$ cat src/rtl/instruction_fetch_if.sv
// instruction_fetch_if: instruction memory read port and decode-facing handshake
interface instruction_fetch_if;
    logic [31:0] memAddr;
    logic        memReq;
    logic        memAck;
    logic [31:0] memRdata;
    logic [31:0] instr;
    logic [31:0] instrPC;
    logic        instrValid;
    logic        instrReady;
    modport master (
        output memAddr, memReq, instr, instrPC, instrValid,
        input  memAck, memRdata, instrReady
    );
    modport slave (
        input  memAddr, memReq, instr, instrPC, instrValid,
        output memAck, memRdata, instrReady
    );
endinterface

$ cat src/rtl/instruction_fetch.sv
// instruction_fetch: fetches the word at pc over a req/ack memory port and hands it to decode
module instruction_fetch #(
    parameter logic [31:0] RESET_INSTR = 32'h0000_0000,
    parameter int          ACK_TIMEOUT = 255
) (
    input  logic                       clk,
    input  logic                       reset_n,
    input  logic [31:0]                pc,
    input  logic                       fetchEn,
    input  logic                       flush,
    instruction_fetch_if.master        bus,
    output logic [31:0]                PCWriteValue,
    output logic                       PCWrite,
    output logic                       fetchFault
);
    typedef enum logic [1:0] {IDLE, REQ, DROP, HOLD} state_t;
    state_t      state, state_n;
    logic [31:0] mem_addr, addr_n, instr_q, instr_n, instr_pc, ipc_n, pcwv_n;
    logic        mem_req, req_n, instr_valid, valid_n, pcw_n, fault_n;
    logic [15:0] cnt, cnt_n, cnt_inc;
    logic        tmo;
    assign cnt_inc = cnt + 16'd1;
    assign tmo = cnt_inc == 16'(ACK_TIMEOUT);
    assign bus.memAddr = mem_addr;
    assign bus.memReq = mem_req;
    assign bus.instr = instr_q;
    assign bus.instrPC = instr_pc;
    assign bus.instrValid = instr_valid;
    always_ff @(posedge clk) begin
        if (!reset_n) begin
            state        <= IDLE;
            mem_addr     <= '0;
            mem_req      <= 1'b0;
            instr_q      <= RESET_INSTR;
            instr_pc     <= '0;
            instr_valid  <= 1'b0;
            PCWriteValue <= '0;
            PCWrite      <= 1'b0;
            fetchFault   <= 1'b0;
            cnt          <= '0;
        end else begin
            state        <= state_n;
            mem_addr     <= addr_n;
            mem_req      <= req_n;
            instr_q      <= instr_n;
            instr_pc     <= ipc_n;
            instr_valid  <= valid_n;
            PCWriteValue <= pcwv_n;
            PCWrite      <= pcw_n;
            fetchFault   <= fault_n;
            cnt          <= cnt_n;
        end
    end
    always_comb begin
        state_n = state;
        addr_n  = mem_addr;
        req_n   = mem_req;
        instr_n = instr_q;
        ipc_n   = instr_pc;
        valid_n = instr_valid;
        pcwv_n  = PCWriteValue;
        pcw_n   = 1'b0;
        fault_n = fetchFault;
        cnt_n   = (state == REQ || state == DROP) ? cnt_inc : '0;
        case (state)
            IDLE: begin
                if (flush) begin
                    fault_n = 1'b0;
                end else if (fetchEn && !fetchFault) begin
                    if (pc[1:0] != 2'b00) begin
                        fault_n = 1'b1;
                    end else begin
                        addr_n  = pc;
                        req_n   = 1'b1;
                        state_n = REQ;
                    end
                end
            end
            REQ: begin
                if (bus.memAck) begin
                    req_n   = 1'b0;
                    state_n = flush ? IDLE : HOLD;
                    if (!flush) begin
                        instr_n = bus.memRdata;
                        ipc_n   = mem_addr;
                        valid_n = 1'b1;
                        pcwv_n  = mem_addr + 32'd4;
                        pcw_n   = 1'b1;
                    end
                end else if (flush) begin
                    // request stays asserted; the ack is swallowed in DROP
                    state_n = DROP;
                    cnt_n   = '0;
                end else if (tmo) begin
                    req_n   = 1'b0;
                    fault_n = 1'b1;
                    state_n = IDLE;
                end
            end
            DROP: begin
                if (bus.memAck) begin
                    req_n   = 1'b0;
                    state_n = IDLE;
                end else if (tmo) begin
                    req_n   = 1'b0;
                    fault_n = 1'b1;
                    state_n = IDLE;
                end
            end
            HOLD: begin
                if (flush || bus.instrReady) begin
                    valid_n = 1'b0;
                    instr_n = flush ? RESET_INSTR : instr_q;
                    state_n = IDLE;
                end
            end
            default: state_n = IDLE;
        endcase
    end
endmodule
$ cat src/flat_wrapper.sv
// flat-port wrapper written by rule: the top's interface ports become plain ports
module instruction_fetch_flat 
#(
    parameter logic [31:0] RESET_INSTR = 32'h0000_0000,
    parameter int          ACK_TIMEOUT = 255
)
  (clk, reset_n, pc, fetchEn, flush, PCWriteValue, PCWrite, fetchFault, bus_memAddr, bus_memReq, bus_instr, bus_instrPC, bus_instrValid, bus_memAck, bus_memRdata, bus_instrReady);
  instruction_fetch_if bus_i ();
  input  logic clk;
  input  logic reset_n;
  input  logic [31:0] pc;
  input  logic fetchEn;
  input  logic flush;
  output logic [31:0] PCWriteValue;
  output logic PCWrite;
  output logic fetchFault;
  output wire logic [$bits(bus_i.memAddr)-1:0] bus_memAddr;
  output wire logic [$bits(bus_i.memReq)-1:0] bus_memReq;
  output wire logic [$bits(bus_i.instr)-1:0] bus_instr;
  output wire logic [$bits(bus_i.instrPC)-1:0] bus_instrPC;
  output wire logic [$bits(bus_i.instrValid)-1:0] bus_instrValid;
  input wire logic [$bits(bus_i.memAck)-1:0] bus_memAck;
  input wire logic [$bits(bus_i.memRdata)-1:0] bus_memRdata;
  input wire logic [$bits(bus_i.instrReady)-1:0] bus_instrReady;
  assign bus_memAddr = bus_i.memAddr;
  assign bus_memReq = bus_i.memReq;
  assign bus_instr = bus_i.instr;
  assign bus_instrPC = bus_i.instrPC;
  assign bus_instrValid = bus_i.instrValid;
  assign bus_i.memAck = bus_memAck;
  assign bus_i.memRdata = bus_memRdata;
  assign bus_i.instrReady = bus_instrReady;
  instruction_fetch #(.RESET_INSTR(RESET_INSTR), .ACK_TIMEOUT(ACK_TIMEOUT)) u_core (.clk(clk), .reset_n(reset_n), .pc(pc), .fetchEn(fetchEn), .flush(flush), .bus(bus_i), .PCWriteValue(PCWriteValue), .PCWrite(PCWrite), .fetchFault(fetchFault));
endmodule
$ cat config.mk
export PLATFORM = sky130hd
export DESIGN_NAME = instruction_fetch_flat
export DESIGN_NICKNAME = d
export VERILOG_FILES = /design/src/rtl/instruction_fetch_if.sv /design/src/rtl/instruction_fetch.sv /design/src/flat_wrapper.sv
export SDC_FILE = /design/constraint.sdc
export NUM_CORES = 1
export LEC_CHECK = 0
export BUFFER_PORTS_ARGS = -buffer_cell sky130_fd_sc_hd__clkbuf_2
export CORE_ASPECT_RATIO = 1.75
export CORE_MARGIN = 4
export CORE_UTILIZATION = 54
export DETAILED_ROUTE_END_ITERATION = 10
export GPL_ROUTABILITY_DRIVEN = 0
export PLACE_DENSITY = 0.85
export SETUP_SLACK_MARGIN = 0.15
export SKIP_LAST_GASP = 1
export SLEW_MARGIN = 20
export SYNTH_ARGS = -nofsm -noshare
export SYNTH_HDL_FRONTEND = slang
export SYNTH_SLANG_ARGS = --single-unit
$ cat constraint.sdc
create_clock -name clk -period 4.6 [get_ports clk]
set_clock_uncertainty 0.1 [all_clocks]
set_input_delay 1.15 -clock clk [delete_from_list [all_inputs] [get_ports clk]]
set_output_delay 1.15 -clock clk [all_outputs]
set_load 0.03 [all_outputs]
==> flow_summary_export.csv <==
group,metric,value,unit
power,ir_worst_vdd,302.8,uV
setup_path,endpoint,"u_core.PCWriteValue[16]",
yosys,synth_compound_area_share,17.15,%
detailed_routing,routed_wirelength,16.47,mm
timing,report.final.slew_viol_count,0,
global_routing,grt_max_degree,114,
clock_tree,h-tree-depth,4,
setup_path,reg2reg_setup_slack,2.15,ns
global_routing,overflow,0,
floorplanning,die_h,148.9,um
global_routing,antenna_found_initial,0,
finish,finish.net_count,983,
floorplanning,die_x,88.53,um
setup_path,reg2regPathDepth,7,
clock_tree,cts_buffer_depth,2,
timing,tightest_slew,0.6624,ns
detailed_routing,drt_pass1_iterations,6,
power,total_leakage_power,0.003155,uW
finish,drive_gt1_share,29.08,%
global_routing,grt_pass1_vias,5476,
yosys,synth_top_family_by_area,"simple AND/OR/NAND/NOR gates",
setup_path,worstSetupPathType,"in2reg",
clock_tree,clk_latency,0.42,ns
clock_tree,cts_root_buffer,"clkbuf_16",
timing,timing.final.ws_setup,2.024,ns
yosys,synth_seq_cells,148,
timing,rsz0062_at_grt,"no",
clock_tree,cts.sinks,148,
floorplanning,num_rows,51,
yosys,synth-edff-count,0,
detailed_routing,postRouteAntennaNets,0,
finish,final_common_cell,"clkbuf_2",
place,pre_cts_ws,1.645,ns
clock_tree,cts_buffers,17,
floorplanning,dieArea,13180,um2
global_routing,grt_pass1_wl,26.34,mm
yosys,syn_nets,800,
setup_path,critPathRequiredTime,4.85,ns
yosys,yosys_warnings,0,
yosys,synthFlopType,"dfxtp_1",
detailed_routing,drtIter0Drc,243,
clock_tree,clkTransAtPathRegs,0.07,ns
timing,finalSetupTns,0,ns
yosys,synth_cell_types,59,
yosys,synth-seq-area-share,48.35,%
clock_tree,cts_resized,0,
setup_path,cp-start-kind,"input port",
finish,final_cell_mix,"201 x clkbuf_2, 148 x dfxtp_1, 146 x nand2_1",
yosys,avgSynthCellArea,8.488,um2
place,portBuffers,201,
floorplanning,ios,202,
timing,setup_viol,0,
detailed_routing,wire_per_inst,15.68,um
finish,diodes,0,
floorplanning,initial_core_util,55.19,%
yosys,netlist_area,6128,um2
setup_path,cp_max_fo,73,
place,place_area,7173,um2
clock_tree,cts_tree,"done",
timing,final.period_utilization,56.01,%
place,dp_hpwl,11.56,mm
power,p_total,3221,uW
power,p_per_area,414.3,nW/um2
yosys,ys_async_sr_fraction,0,%
timing,hold_viol_final,0,
timing,fmax,388.1,MHz
finish,seq_area,2963,um2
finish,area_growth,26.87,%
floorplanning,core_area,11100,um2
detailed_routing,vias_per_cell,5.520,
outcome,run_status,"complete, no violations",
finish,final_area,7775,um2
yosys,yosys.area_share.xor_xnor,6.002,%
detailed_routing,drc,0,
timing,period_needed,2.576,ns
timing,slew_headroom,55.84,%
yosys,yosys.area_share.simple,22.27,%
setup_path,worstReg2RegStart,"u_core.state[1]",
global_routing,gr-usage-all-layers,25.20,%
setup_path,crit_path_start,"flush",
setup_path,cp.arrival,2.82,ns
yosys,syn_inst,722,
clock_tree,cts_hold_buf,0,
worst_hold_path,min_path_type,"reg2reg",
setup_path,worst_setup_path_end_kind,"flop",
timing,hold_ws,0.3542,ns
yosys,synth.area.mux_share,0.1633,%
setup_path,timing.rr.end,"u_core.PCWriteValue[16]",
detailed_routing,vias,5796,
clock_tree,cts_setup_buffers,0,
finish,fillCellCount,891,
job,max-cap-violations,0,
yosys,synth_fa_ha_area_share,1.633,%
finish,multi_input_area,2913,um2
==> power by group <==
part           total, uW  switching (uW)  internal [uW]  leakage, uW
Combinational        434             297            138      0.00167
Sequential          1390            47.8           1340      0.00120
Clock               1400             569            830     0.000289
Total               3220             914           2310      0.00315
==> worst min-delay path by stage <==
stage                                 from                      to  slack, ns  cells past startpoint
floorplan                    u_core.cnt[0]           u_core.cnt[0]       0.38                      1
global placement     u_core.bus.instrPC[2]   u_core.bus.instrPC[2]       0.34                      2
detailed placement  u_core.bus.instrPC[29]  u_core.bus.instrPC[29]       0.35                      2
CTS                 u_core.bus.instrPC[28]  u_core.bus.instrPC[28]       0.36                      2
global route        u_core.bus.instrPC[16]  u_core.bus.instrPC[16]       0.38                      2
finish              u_core.bus.instrPC[28]  u_core.bus.instrPC[28]       0.35                      2
==> metrics by stage <==
stage / utilization [%] / instances
global route: 70.02 / 1050
CTS: 70.02 / 1050
finish: 70.02 / 1050
global placement: 64.60 / 1018
detailed placement: 64.60 / 1018
floorplan: - / 722
==> sequential cells by signal, summed over array words and instances, names as in the netlist <==
| name | cells |
|---|---|
| u_core.PCWriteValue | 32 |
| u_core.bus.instr | 32 |
| u_core.bus.memAddr | 32 |
| u_core.bus.instrPC | 30 |
| u_core.cnt | 16 |
| u_core.state | 2 |
| u_core.PCWrite | 1 |
| u_core.bus.instrValid | 1 |
| u_core.bus.memReq | 1 |
| u_core.fetchFault | 1 |
==> critical path, stage by stage <==
cell and delay [ns]:
clkbuf_2 0.21, nor2_4 0.44, buf_4 0.63, o21ai_0 0.21, a21oi_1 0.15
==> cell usage after synthesis (3+ instances only) <==
cell	number	area share, %
ha_1	8	1.6
a31oi_1	3	0.31
nor3_1	6	0.49
o21ai_0	22	1.8
xnor2_1	26	3.7
a211oi_1	12	1.5
xor2_1	16	2.3
a22oi_1	32	3.9
buf_4	3	0.37
nand4_1	5	0.51
clkbuf_1	31	1.9
o21ai_1	3	0.24
dfxtp_1	148	48
nor4_1	3	0.31
and4_1	5	0.71
nand2_1	146	8.9
nor4_2	3	0.61
and3_1	6	0.61
nand3_1	14	1.1
buf_2	6	0.49
a21oi_1	87	7.1
nor2_1	75	4.6
inv_1	13	0.80
or3_1	3	0.31
==> area by class of cell <==
type,count,area share [%]
Sequential cell,148,38.11
Multi-Input combinational cell,515,37.46
Timing Repair Buffer,209,13.87
Clock buffer,18,5.649
Tap cell,132,2.124
Clock inverter,14,2.092
Inverter,14,0.6920
==> metal layers <==
layer | global-route usage [%] | up-vias | wire length [um]
met5 | 0 | - | 0
met4 | 13.84 | 0 | 785
met3 | 4.920 | 47 | 976
met2 | 43.63 | 224 | 8616
met1 | 28.22 | 2697 | 6088
li1 | - | 2828 | -
==> logic make-up (layout without fill, tap and decap cells) <==
group,after synthesis,in the layout
buf+inv,59,255
xor+xnor,42,42
flops,148,148
compound gates,172,172
simple gates,292,292
fa+ha+maj,8,8
mux,1,1
(Power assumes the default switching activity.)
